### src/rtl/obi_req_arbiter.sv
// Round-robin arbiter sharing one OBI A-channel among NUM_REQ masters.
// Tracks outstanding owners in order and routes R-channel responses back.
module obi_req_arbiter #(
  parameter int NUM_REQ         = 2,
  parameter int ADDR_WIDTH      = 4,
  parameter int DATA_WIDTH      = 32,
  parameter int MAX_OUTSTANDING = 2
) (
  input  logic                           clk,
  input  logic                           rst,
  input  logic [NUM_REQ-1:0]             req_i,
  input  logic [NUM_REQ-1:0]             we_i,
  input  logic [NUM_REQ*ADDR_WIDTH-1:0]  addr_i,
  input  logic [NUM_REQ*DATA_WIDTH-1:0]  wdata_i,
  output logic [NUM_REQ-1:0]             gnt_o,
  output logic [NUM_REQ-1:0]             rvalid_o,
  output logic [DATA_WIDTH-1:0]          rdata_o,
  output logic                           cmd_valid_o,
  output logic                           cmd_we_o,
  output logic [ADDR_WIDTH-1:0]          cmd_addr_o,
  output logic [DATA_WIDTH-1:0]          cmd_wdata_o,
  input  logic                           cmd_ready_i,
  input  logic                           rsp_valid_i,
  input  logic [DATA_WIDTH-1:0]          rsp_rdata_i,
  output logic                           err_unexp_o
);

  localparam int PW = (NUM_REQ > 1) ? $clog2(NUM_REQ) : 1;
  localparam int QW = (MAX_OUTSTANDING > 1) ?
                      $clog2(MAX_OUTSTANDING) : 1;
  localparam int CW = $clog2(MAX_OUTSTANDING + 1);

  logic [PW-1:0] rr_ptr;
  logic [PW-1:0] win;
  logic [PW-1:0] cand;
  logic          found;
  logic [PW-1:0] owner_q [MAX_OUTSTANDING];
  logic [QW-1:0] wr_ptr;
  logic [QW-1:0] rd_ptr;
  logic [CW-1:0] count;
  logic          can_accept;
  logic          grant;
  logic          pop;
  logic [PW-1:0] head;
  logic [NUM_REQ-1:0] rsp_oh;

  function automatic logic [PW-1:0] rr_next(
    input logic [PW-1:0] p
  );
    return (int'(p) == NUM_REQ - 1) ? '0 : p + 1'b1;
  endfunction

  function automatic logic [QW-1:0] q_next(
    input logic [QW-1:0] p
  );
    return (int'(p) == MAX_OUTSTANDING - 1) ? '0 : p + 1'b1;
  endfunction

  // Search starts at rr_ptr and wraps, so the last winner goes last.
  always_comb begin
    found = 1'b0;
    win   = '0;
    cand  = '0;
    for (int i = 0; i < NUM_REQ; i++) begin
      cand = PW'((int'(rr_ptr) + i) % NUM_REQ);
      if (!found && req_i[cand]) begin
        found = 1'b1;
        win   = cand;
      end
    end
  end

  // A pop in this cycle does not free a slot for this cycle's grant.
  assign can_accept = cmd_ready_i &&
                      (count < CW'(MAX_OUTSTANDING));
  assign grant = found && can_accept && !rst;
  assign pop   = rsp_valid_i && (count != '0);
  assign head  = owner_q[rd_ptr];

  always_comb begin
    gnt_o = '0;
    if (grant) gnt_o[win] = 1'b1;
  end

  always_comb begin
    rsp_oh = '0;
    rsp_oh[head] = 1'b1;
  end

  always_ff @(posedge clk or posedge rst) begin
    if (rst) begin
      rr_ptr      <= '0;
      wr_ptr      <= '0;
      rd_ptr      <= '0;
      count       <= '0;
      for (int i = 0; i < MAX_OUTSTANDING; i++)
        owner_q[i] <= '0;
      cmd_valid_o <= 1'b0;
      cmd_we_o    <= 1'b0;
      cmd_addr_o  <= '0;
      cmd_wdata_o <= '0;
      rvalid_o    <= '0;
      rdata_o     <= '0;
      err_unexp_o <= 1'b0;
    end else begin
      cmd_valid_o <= grant;
      if (grant) begin
        cmd_we_o   <= we_i[win];
        cmd_addr_o <=
          addr_i[int'(win)*ADDR_WIDTH +: ADDR_WIDTH];
        cmd_wdata_o <= we_i[win] ?
          wdata_i[int'(win)*DATA_WIDTH +: DATA_WIDTH] : '0;
        owner_q[wr_ptr] <= win;
        wr_ptr <= q_next(wr_ptr);
        rr_ptr <= rr_next(win);
      end
      if (pop) rd_ptr <= q_next(rd_ptr);
      unique case ({grant, pop})
        2'b10:   count <= count + 1'b1;
        2'b01:   count <= count - 1'b1;
        default: count <= count;
      endcase
      rvalid_o <= pop ? rsp_oh : '0;
      if (pop) rdata_o <= rsp_rdata_i;
      err_unexp_o <= rsp_valid_i && (count == '0);
    end
  end

endmodule

### config.mk
export PLATFORM = sky130hd
export DESIGN_NAME = obi_req_arbiter
export DESIGN_NICKNAME = d
export VERILOG_FILES = /design/src/rtl/obi_req_arbiter.sv
export SDC_FILE = /design/constraint.sdc
export NUM_CORES = 1
export LEC_CHECK = 0
export ABC_CLOCK_PERIOD_IN_PS = 2800
export CORE_ASPECT_RATIO = 0.7
export CORE_MARGIN = 10
export CORE_UTILIZATION = 39
export CTS_CLUSTER_SIZE = 8
export DETAILED_ROUTE_END_ITERATION = 12
export HOLD_SLACK_MARGIN = 0.06
export PLACE_DENSITY = 0.92
export SETUP_SLACK_MARGIN = 0.05
export SYNTH_ARGS = -nofsm -noshare
export SYNTH_HDL_FRONTEND = slang
export SYNTH_SLANG_ARGS = --single-unit
### constraint.sdc
create_clock -name clk -period 2.8 [get_ports clk]
set_input_delay 0.28 -clock clk [delete_from_list [all_inputs] [get_ports clk]]
set_output_delay 0.28 -clock clk [all_outputs]
set_load 0.005 [all_outputs]
==> results.txt, run 1 <==
The run finished with clean final reports. The total count of hold-check failures in the final report came out at 0. The first TritonRoute pass finished after 4 iterations. For the worst setup path, the data required time is 3050 ps. After detailed placement, the total cell area comes to 0.00539 mm². The run gives 0 as the sum of overflow across all layers after global routing.

The clock-pin slew reported for the worst setup and hold paths after clock tree synthesis was 60 ps. The most critical setup path has its startpoint at count[1]$_DFFE_PP0P_. From synthesis to final layout, the design area changed by 65.9%. The tools report the post-route clock skew as 6.01 ps.

The first routing iteration left 140 violations. Number of distinct library cells after synthesis: 27. Counting the fill cells in the layout gives 638.

The area of the core is 0.00851 mm², and the number of register bits inferred by synthesis is 80. The capture point of the worst path is count[1]$_DFFE_PP0P_. The clock latency on the worst-skew pair was 330 ps; the max-cap check violation count was 0.

Across the VDD grid, the largest voltage drop is 0.000450 V. Among all flip-flop cells after synthesis, the most frequent one is dfrtp_1. For the via count of the first global-routing pass, the log shows 3,132. The share of async-settable or async-resettable flops after synthesis came out at 100%. The time the worst path needs with I/O delays and setup was 2240 ps; the antenna cell count was 0.

The category of the worst setup path capture point was a register. In this run the remaining antenna-violating nets after routing total 0. In this run the post-CTS setup repair buffer count came out at 0. The overall die height came out at 98.4 µm.

Cells with a size suffix above 1 make up 15.4% of the layout. In this run the biggest area consumer among cell types represents 58.4% of the synthesized area. The count of unresolved DRC violations after routing is 0, and the final-report max-slew violation count is 0.

The maximum fanout along the worst path was 36; the H-tree depth was 3. The placer's final routability congestion estimate came out at 0.731. Type of the tightest min-delay check: input pin to asynchronous set/reset pin.

The worst setup path is launched from a register. The tools report the floorplan die area as 0.0130 mm². The average routed wire per standard cell was 18.7 µm; the number of core rows was 28.

The sequential standard cell area is 0.00200 mm², and the number of standard cells after synthesis is 267. Of all cell types, the one taking the most synthesized area is dfrtp_1. The total detailed-routing wirelength was 10,700 µm. In the post-synthesis netlist, the biggest area contributors are dfrtp_1 (58%), mux2_2 (11%), mux2i_1 (9.6%). Total routing resource utilization after global routing: 16.5%. For this block, the via count after detailed routing is 2,745. The synthesized design contains 0 enable-type register cells.

The logs give 380 for the post-synthesis net count and 8460 µm for the post-detailed-placement half-perimeter wirelength. The average instance in the mapped netlist occupies 12.8 µm². The initial utilization of the core area, before any placement, comes to 40.2%.

The Yosys step of the flow raised 0 warnings. The first global-routing pass estimated 17,100 µm of wire. Entering global routing, the biggest net connects 81 pins.

The tools report the startpoint of the worst register-to-register path as count[1]$_DFFE_PP0P_. The tools report the maximum root-to-sink buffer count as 2. After clock tree synthesis, the flow added hold-fix buffers numbering 0. For the worst flop-to-flop path, the logic depth is 5. Setup repair after global routing left no endpoint under its margin.

In the final layout, the multi-input gates occupy 0.00131 mm². Headroom to the max-slew limit came out at 22.0%. Dividing the final minimum period by the clock period gives 80.1%.

The pin slew with the least headroom to its limit is 1170 ps. Across all register-to-register paths, the minimum setup slack is 560 ps. In this run the power density over the cells is 920 mW/mm².

By startpoint and endpoint, the worst setup path is classified as register to register. For this design the top-level I/O count stands at 187. Final setup TNS: 0 ps.

The mapped netlist covers 0.00343 mm². The number of antenna violations at the first check in global routing was 0. The total clock sinks is 80, and the portion of the post-synthesis area used by sequential elements is 58.4%. In this run the critical register-to-register path is captured at count[1]$_DFFE_PP0P_. Derived from the worst setup path, the maximum achievable clock frequency is 446 MHz.

Data on the critical path arrives at its endpoint at 2490 ps. The setup violation total in the final timing report is 0. TritonCTS built the clock tree. In this run the static leakage power is 2.41 nW. The tree is rooted in a clkbuf_16. For the final instance area, the log shows 0.00568 mm². The number of CTS-inserted buffers is 9, and the ratio of routed vias to standard cells is 4.77. The number of nets at the end of the flow is 566. The die width works out to 132 µm. For the count of cells resized by post-cts repair, the log shows 0. The number of buffer cells added on primary ports was 186.
## cell usage in the layout (no fill, tap or decap), drive strengths merged, types with 3 or more instances in the layout
| master | n |
|---|---|
| clkdlybuf4s50 | 186 |
| dfrtp | 80 |
| nand2 | 43 |
| o21ai | 35 |
| mux2i | 33 |
| mux2 | 33 |
| clkbuf | 11 |
| a32oi | 5 |
| nor2 | 4 |
| xnor2 | 4 |
| buf | 4 |
| inv | 3 |
## cells in the mapped netlist (all sizes together) (2+ instances only)
master and count:
dfrtp 80, nand2 43, o21ai 35, mux2 33
mux2i 33, buf 12, a32oi 5, inv 4
nor2 4, xnor2 4, clkbuf 3, nor3 2
## critical path: stages, from the launching register on
cell     delay [ps]
dfrtp_1         500
o21ai_4         910
inv_1           120
ha_1            360
nor2_1          130
xor2_1          150
## power by group
group / switching [mW] / total, mW / internal (mW) / leakage (nW)
Sequential: 0.311 / 1.98 / 1.67 / 0.997
Combinational: 0.749 / 2.09 / 1.34 / 1.27
Clock: 0.423 / 1.15 / 0.727 / 0.143
## per-stage QoR
step           power (mW)  hold slack [ps]  setup slack [ps]  cells  util [%]
3_3_place_gp         4.02              458               368    562      63.3
4_1_cts              5.33              441               496    576      66.7
6_report             5.23              420               557    576      66.7
3_5_place_dp         4.14              459               160    562      63.3
2_1_floorplan        2.77              403               468    267         -
5_1_grt              5.56              455               321    576      66.7
## final cells by class
type                            count  share of cell area (%)
Inverter                            4                   0.286
Tap cell                          120                    2.64
Timing Repair Buffer              190                    33.5
Sequential cell                    80                    35.2
Multi-Input combinational cell    168                    23.1
Clock buffer                       11                    4.45
Clock inverter                      3                   0.749
## worst min path at each step
stage | from | end | slack (ps) | cells past startpoint
finish | rst | rdata_o[29]$_DFFE_PP0P_ | 420 | 3
global route | rst | rdata_o[21]$_DFFE_PP0P_ | 450 | 3
CTS | rst | owner_q[1]$_DFFE_PP0P_ | 440 | 3
detailed placement | cmd_addr_o[0]$_DFFE_PP0N_ | cmd_addr_o[0]$_DFFE_PP0N_ | 460 | 2
global placement | cmd_addr_o[1]$_DFFE_PP0N_ | cmd_addr_o[1]$_DFFE_PP0N_ | 460 | 2
floorplan | addr_i[0] | cmd_addr_o[0]$_DFFE_PP0N_ | 400 | 2
## metal layers
metal  GRT usage, %  part of all wire (%)  vias to the layer above
li1               -                     -                     1297
met1           17.7                    39                     1332
met2           29.9                    53                      105
met3           6.90                   7.3                       11
met4           3.75                   1.0                        0
met5              0                     0                        -
## flip-flops by register name (all words and copies together), names as in the netlist
name         count
owner_q          2
rdata_o         32
cmd_we_o         1
err_unexp_o      1
cmd_addr_o       4
wr_ptr           1
rr_ptr           1
count            2
rd_ptr           1
cmd_wdata_o     32
cmd_valid_o      1
rvalid_o         2
## kinds of logic (layout without fill, tap and decap cells)
| logic type | Yosys count | in the layout | share of synthesized area (%) |
|---|---|---|---|
| flip-flops | 80 | 80 | 58.4 |
| multiplexers | 66 | 66 | 20.5 |
| AND/OR/NAND/NOR | 52 | 52 | 6.25 |
| AO/OA/AOI/OAI | 44 | 44 | 9.72 |
| buffers and inverters | 19 | 208 | 3.47 |
| XOR/XNOR | 5 | 5 | 1.28 |
| adder cells (fa/ha/maj) | 1 | 1 | 0.365 |
(Power assumes the default switching activity.)
==> run 2, diff against run 1 <==
--- a/config.mk
+++ b/config.mk
@@ -5,7 +5,7 @@
 export SDC_FILE = /design/constraint.sdc
 export NUM_CORES = 1
 export LEC_CHECK = 0
-export ABC_CLOCK_PERIOD_IN_PS = 2800
+export ABC_CLOCK_PERIOD_IN_PS = 2100
 export CORE_ASPECT_RATIO = 0.7
 export CORE_MARGIN = 10
 export CORE_UTILIZATION = 39
==> constraint.sdc (replaced) <==
create_clock -name clk -period 2.1 [get_ports clk]
set_input_delay 0.21 -clock clk [delete_from_list [all_inputs] [get_ports clk]]
set_output_delay 0.21 -clock clk [all_outputs]
set_load 0.005 [all_outputs]
==> run 2 against run 1 <==
  * Routed wire length increased by 1.4%
  * Cell area is 1.5% higher
  * Flip-flop and latch count did not move
  * Global-route usage is 0.17 points lower
  * Critical path depth decreased by 1
  * Clock-buffer cell count down 1
  * Clock skew is 1.4 ps higher
  * Die area unchanged
  * Utilization increased by 1.0 points
  * Largest cell class unchanged
  * Largest power group unchanged
  * Highest routed layer unchanged
==> results.txt, run 2 (synthesis gave the netlist of run 1 again) <==
The flow ran to the end, and the final reports show no timing, DRC or antenna violations. The startpoint type of the worst setup path is an input pin. The number of nets with antenna violations after detailed routing was 0 (unchanged).

The die width works out to 132 µm (unchanged). The via count of the routed design came out at 2,779 (+1.2%). The run gives 2 (unchanged) as the maximum root-to-sink buffer count. The tightest min-delay check is of the input pin to asynchronous set/reset pin type.

The tools report the final setup TNS as 0 ps (unchanged). The critical path required time was 1890 ps (-1160 ps). The data arrival time at the worst-slack endpoint was 1730 ps (-760 ps).

The run gives 17,200 µm (+0.44%) as the global-route wire length before repair. The number of buffer cells added on primary ports is 186 (unchanged), and the clock latency on the worst-skew pair is 320 ps (about the same). The pin slew with the least headroom to its limit was 591 ps (-578 ps); the time the worst path needs with I/O delays and setup was 1940 ps. The logs give 516 MHz for the highest achievable clock rate and 187 (unchanged) for the number of primary I/O pins. The tools report the via count of the first global-routing pass as 3,122 (-0.32%). TritonCTS built the clock tree. For the number of nets at the end of the flow, the log shows 571 (+0.88%).

The area of the core is 0.00851 mm² (unchanged), and the post-layout instance count excluding filler cells is 582 (+1.0%). The iteration-0 DRC count of the detailed router came out at 145 (+3.6%). Path type of the worst setup path: input pin to output port. The clock-pin slew reported for the worst setup and hold paths after clock tree synthesis is 60 ps (about the same). The initial core utilization is 40.2% (unchanged). The filler cell count in the final layout is 640 (+0.31%). The ratio of routed vias to standard cells was 4.77 (+0.19%); the number of search-and-repair iterations in the first detailed-routing pass was 4 (unchanged).

The post-route clock skew came out at 7.46 ps (+1.45 ps). Setup repair after global routing left no endpoint under its margin. The H-tree depth came out at 3 (unchanged).

The tools report the number of antenna violations at the first check in global routing as 0 (unchanged). For the floorplan die area, the log shows 0.0130 mm² (unchanged). In the layout the commonest cells are clkdlybuf4s50_1 (185), dfrtp_1 (80), nand2_1 (43).

The total routing resource utilization after global routing is 16.3% (-0.17 points). The total clock sinks was 80 (unchanged); the antenna cell count was 0 (unchanged). The sum of overflow across all layers after global routing came out at 0 (unchanged). The setup violation total in the final timing report was 0 (unchanged); the post-detailed-placement half-perimeter wirelength was 8740 µm (+3.3%). The average routed wire per standard cell was 18.7 µm (+0.31%); the total count of hold-check failures in the final report was 0 (unchanged). The run gives 10,900 µm (+1.4%) as the total detailed-routing wirelength.

The areal power density over the cells works out to 1210 mW/mm² (+32%). CTS placed an instance of clkbuf_16 at the clock tree root. The leakage dissipation was 2.45 nW (+2.0%). The run gives 0.000434 V (-3.5%) as the peak supply drop.

The placer's final routability congestion estimate is 0.771 (+5.4%). The max-cap check violation count came out at 0 (unchanged). After layout, the worst path uses 92.3% of the clock period. The overall die height is 98.4 µm (unchanged).

The run gives 567 (+0.89%) as the cell count after placement. The fraction of layout cells with a size suffix above 1 was 16.2% (+0.88 points); the maximum number of pins on one net before global-route repair was 38 (-53%). The largest registers in the layout are cmd_wdata_o (32), rdata_o (32), cmd_addr_o (4). Number of core rows: 28 (unchanged). The run gives 0 (unchanged) as the count of unresolved DRC violations after routing.

The run gives 9 (unchanged) as the number of CTS-inserted buffers. The library cell used most frequently in the layout, excluding fill and tap cells, is clkdlybuf4s50_1. The final-report max-slew violation count is 0 (unchanged).

The tools report the category of the worst setup path capture point as an output port. The maximum fanout along the worst path is 4 (-89%). The relative max-transition margin is 60.5% (+38 points). The area added between synthesis and finish is 68.3%. Post-route total power: 7.00 mW (+34%).
## run 2: layer usage
metal	up-vias	global-route usage, %	part of all wire, %
met4	0	4.60	1.5
met3	10	6.54	7.9
li1	1308	-	-
met1	1350	17.6	39
met5	-	0	0
met2	111	29.2	52
## run 2: worst paths after layout
kind                                            start                          end  slack [ps]  depth (start not counted)
hold reg to reg            cmd_wdata_o[9]$_DFFE_PP0N_   cmd_wdata_o[9]$_DFFE_PP0N_         470                          2
setup reg to reg                 count[1]$_DFFE_PP0P_         count[1]$_DFFE_PP0P_         370                          6
setup / recovery                             req_i[1]                     gnt_o[1]         160                          4
max in group asynchronous                         rst  cmd_wdata_o[16]$_DFFE_PP0N_        1210                          3
hold / removal                                    rst        err_unexp_o$_DFF_PP0_         360                          2
min in group clk           cmd_wdata_o[9]$_DFFE_PP0N_   cmd_wdata_o[9]$_DFFE_PP0N_         470                          2
## run 2: layout make-up
class / instances / area [µm²] / share of cell area [%]
sequential: 80 / 2000 / 34.7
timing repair buffer: 195 / 1990 / 34.6
multi-input combinational: 168 / 1310 / 22.8
clock buffer: 10 / 229 / 3.97
tap: 120 / 150 / 2.60
clock inverter: 5 / 58.8 / 1.02
inverter: 4 / 18.8 / 0.325
## run 2: repair_timing
item                       CTS  global route
resized for setup            0             1
setup buffers                0             0
setup endpoints to repair    0             1
hold buffers                 0             0
## run 2: report_power, final
part / internal [mW] / switching [mW] / total (mW)
Clock: 0.914 / 0.587 / 1.50
Combinational: 1.83 / 1.01 / 2.85
Sequential: 2.23 / 0.425 / 2.65
## run 2: critical path: stages
cell	delay, ps
clkdlybuf4s50_1	560
o21ai_0	200
nor3_1	200
clkdlybuf4s50_1	560
## run 2: per-stage QoR
| stage | instance area (µm²) | hold WS [ps] | util, % | worst slack (ps) |
|---|---|---|---|---|
| 4_1_cts | 5760 | 367 | 67.7 | 56.5 |
| 6_report | 5770 | 357 | 67.7 | 161 |
| 2_1_floorplan | 3430 | 333 | - | 353 |
| 5_1_grt | 5770 | 384 | 67.7 | 79.9 |
| 3_5_place_dp | 5480 | 469 | 64.3 | 83.2 |
| 3_3_place_gp | 5480 | 452 | 64.3 | 151 |
==> run 3, diff against run 2 <==
--- a/config.mk
+++ b/config.mk
@@ -12,7 +12,7 @@
 export CTS_CLUSTER_SIZE = 8
 export DETAILED_ROUTE_END_ITERATION = 12
 export HOLD_SLACK_MARGIN = 0.06
-export PLACE_DENSITY = 0.92
+export PLACE_DENSITY = 0.81
 export SETUP_SLACK_MARGIN = 0.05
 export SYNTH_ARGS = -nofsm -noshare
 export SYNTH_HDL_FRONTEND = slang
==> run 3 against run 2 <==
  * Clock power increased by 15%
  * Largest cell class unchanged
  * Cell count increased by 0.52%
  * Largest power group unchanged
  * Critical path depth decreased by 2
  * Clock-buffer cell count unchanged
  * Combinational power decreased by 2%
  * Flip-flop and latch count unchanged
==> results.txt, run 3 (synthesis gave the netlist of run 1 again) <==
The flow ran to the end, and the final reports show no timing, DRC or antenna violations. The setup violation total in the final timing report came out at 0 (unchanged). The number of CTS-inserted buffers was 9 (unchanged). In this run the worst hold path is classified as input pin to asynchronous set/reset pin. Switching share of power: 27.4% (-1.5 points).

The critical path goes through a2111oi_4 > clkdlybuf4s50_1. The met1 wire length is 4150 µm (-1.8%). The post-CTS repair timing setup buffer count is 0 (unchanged), and the number of buffer cells added on primary ports is 186 (unchanged). The setup path with the least slack is of type register to output port. From synthesis to final layout, the design area changed by 69.6%. The antenna cell count is 0 (unchanged), and the sum of buffers and inverters on the critical path is 1 (-1). In this run the clock root is driven by a clkbuf_16.

The clock-pin slew reported for the worst setup and hold paths after clock tree synthesis is 60 ps (about the same), and the number of antenna violations at the first check in global routing is 0 (unchanged). For the sum of met2 wire segment lengths after detailed routing, the log shows 5190 µm (-7.9%). Time the worst path needs with I/O delays and setup: 1950 ps (+6.92 ps). Among all stages on the critical path, the largest delay is contributed by clkdlybuf4s50_1. The final clock period utilization by the worst path works out to 92.7% (+0.33 points). The highest metal layer with signal wires was met4. The routed length on met3 is 935 µm (+8.1%). The tools report the total detailed-routing wirelength as 10,400 µm (-4.8%). The tools report the peak supply drop as 0.000652 V (+50%). The logs give 39.0% (-1.6 points) for the combinational share of power and 320 ps (about the same) for the clock latency on the worst-skew pair. The pin slew with the least headroom to its limit is 557 ps (-33.9 ps), and the floorplan die area is 0.0130 mm² (unchanged). Data arrival time at the worst-slack endpoint: 1740 ps (about the same).

The switching power was 1.96 mW (-2.9%). The tools report the via count of the routed design as 2,748 (-1.1%). The largest registers in the layout are cmd_wdata_o (32), rdata_o (32), cmd_addr_o (4). For the post-detailed-placement half-perimeter wirelength, the log shows 8320 µm (-4.7%).

The tools report the maximum number of pins on one net before global-route repair as 34 (-11%). The run gives 154 ps (-6.93 ps) as the final worst-path setup slack. The total clock sinks came out at 80 (unchanged). The final setup TNS is 0 ps (unchanged), and the fraction of layout cells with a size suffix above 1 is 16.8% (+0.54 points). The average routed wire per standard cell was 17.7 µm (-5.3%); the largest stage delay on the critical path was 580 ps (+20 ps).

The run gives 5.06 ps (-2.40 ps) as the post-route clock skew. The number of nets at the end of the flow came out at 574 (+0.53%). The depth of the worst register-to-register path is 5 (-1). The critical path required time was 1890 ps (about the same); the ratio of routed vias to standard cells was 4.70 (-1.6%). The tools report the number of buffers added to fix hold violations after cts as 0 (unchanged).

The critical path depth came out at 2 (-2). TritonCTS built the clock tree. The tools report the final-report max-slew violation count as 0 (unchanged).

The tools report the max-cap check violation count as 0 (unchanged). The kind of cell with the highest combined delay on the critical path was buffers and inverters. The tools report the placer's final routability congestion estimate as 0.742 (-3.8%). The internal power of the cells is 5.21 mW (+4.7%).

The initial core utilization was 40.2% (unchanged). The H-tree depth came out at 3 (unchanged). The overall die height is 98.4 µm (unchanged), and the total routing resource utilization after global routing is 15.8% (-0.59 points). The library cell used most frequently in the layout, excluding fill and tap cells, is clkdlybuf4s50_1.

The die width was 132 µm (unchanged); the maximum fanout along the worst path was 7 (+3). The logs give 3,052 (-2.2%) for the via count of the first global-routing pass and 270 ps (-100 ps) for the register-to-register setup slack. The sequential standard cell area was 0.00200 mm² (unchanged); the area of the core was 0.00851 mm² (unchanged). The logs give 166 (+14%) for the iteration-0 DRC count of the detailed router and 16,600 µm (-3.5%) for the global-route wire length before repair. The part of the total power dissipated in sequential elements was 36.9% (-1.0 points). The logs give 24.1% (+2.7 points) for the relative contribution of the clock network to total power and 514 MHz (-0.36%) for the highest achievable clock rate.

The maximum root-to-sink buffer count is 2 (unchanged). The logs give 0 (unchanged) for the count of unresolved DRC violations after routing and 115 ps (+31.4 ps) for the pre-CTS setup slack. The logs give 62.7% (+2.2 points) for the relative max-transition margin and 28 (unchanged) for the number of core rows. The leakage dissipation was 2.47 nW (+0.49%); the areal power density over the cells was 1230 mW/mm² (+1.7%). The top cell types in the final layout, fill and taps aside, are clkdlybuf4s50_1 (186), dfrtp_1 (80), nand2_1 (43). The number of search-and-repair iterations in the first detailed-routing pass is 4 (unchanged), and the filler cell count in the final layout is 643 (+0.47%). The sum of overflow across all layers after global routing came out at 0 (unchanged). The number of primary I/O pins came out at 187 (unchanged). The number of nets with antenna violations after detailed routing is 0 (unchanged), and the count of cells resized by post-cts repair is 0 (unchanged). The startpoint type of the worst setup path is a register.

Category of the worst setup path capture point: an output port. Setup repair after global routing left no endpoint under its margin. The logs give 0 (unchanged) for the total count of hold-check failures in the final report and 0.00131 mm² (unchanged) for the area used by multi-input combinational logic.
## run 3: worst paths after layout
check | from | to
worst max register to register | count[1]$_DFFE_PP0P_ | count[1]$_DFFE_PP0P_
worst max-delay path | count[1]$_DFFE_PP0P_ | gnt_o[0]
min in group clk | cmd_addr_o[3]$_DFFE_PP0N_ | cmd_addr_o[3]$_DFFE_PP0N_
worst min-delay path | rst | rdata_o[29]$_DFFE_PP0P_
worst min register to register | cmd_addr_o[3]$_DFFE_PP0N_ | cmd_addr_o[3]$_DFFE_PP0N_
max in group asynchronous | rst | cmd_wdata_o[28]$_DFFE_PP0N_
## run 3: power groups by stage
stage	Sequential [mW]	Combinational (mW)	Clock, mW
after floorplan	2.65	1.04	0
after global placement	2.62	2.80	0
after detailed placement	2.67	2.86	0
after CTS	2.65	2.87	1.78
after global routing	2.75	3.05	1.85
final	2.65	2.80	1.73
## run 3: per-stage QoR
step                power (mW)  std cells  util, %  hold slack (ps)  cell area [µm²]
floorplan                 3.69        267        -              333             3430
global placement          5.42        570     64.3              449             5470
detailed placement        5.53        570     64.3              462             5470
CTS                       7.30        585     68.2              317             5810
global route              7.64        585     68.2              342             5810
finish                    7.17        585     68.2              315             5810
## run 3: final cells by class
| type | instances | share of cell area [%] |
|---|---|---|
| multi-input combinational | 168 | 22.6 |
| sequential | 80 | 34.5 |
| clock inverter | 5 | 1.83 |
| clock buffer | 10 | 3.94 |
| timing repair buffer | 198 | 34.2 |
| inverter | 4 | 0.323 |
| tap | 120 | 2.58 |
## run 3: routing by layer
metal  GRT usage, %  up-vias
met1           17.9     1313
met5              0        -
met2           27.0      109
met3           6.29        8
li1               -     1318
met4           4.69        0
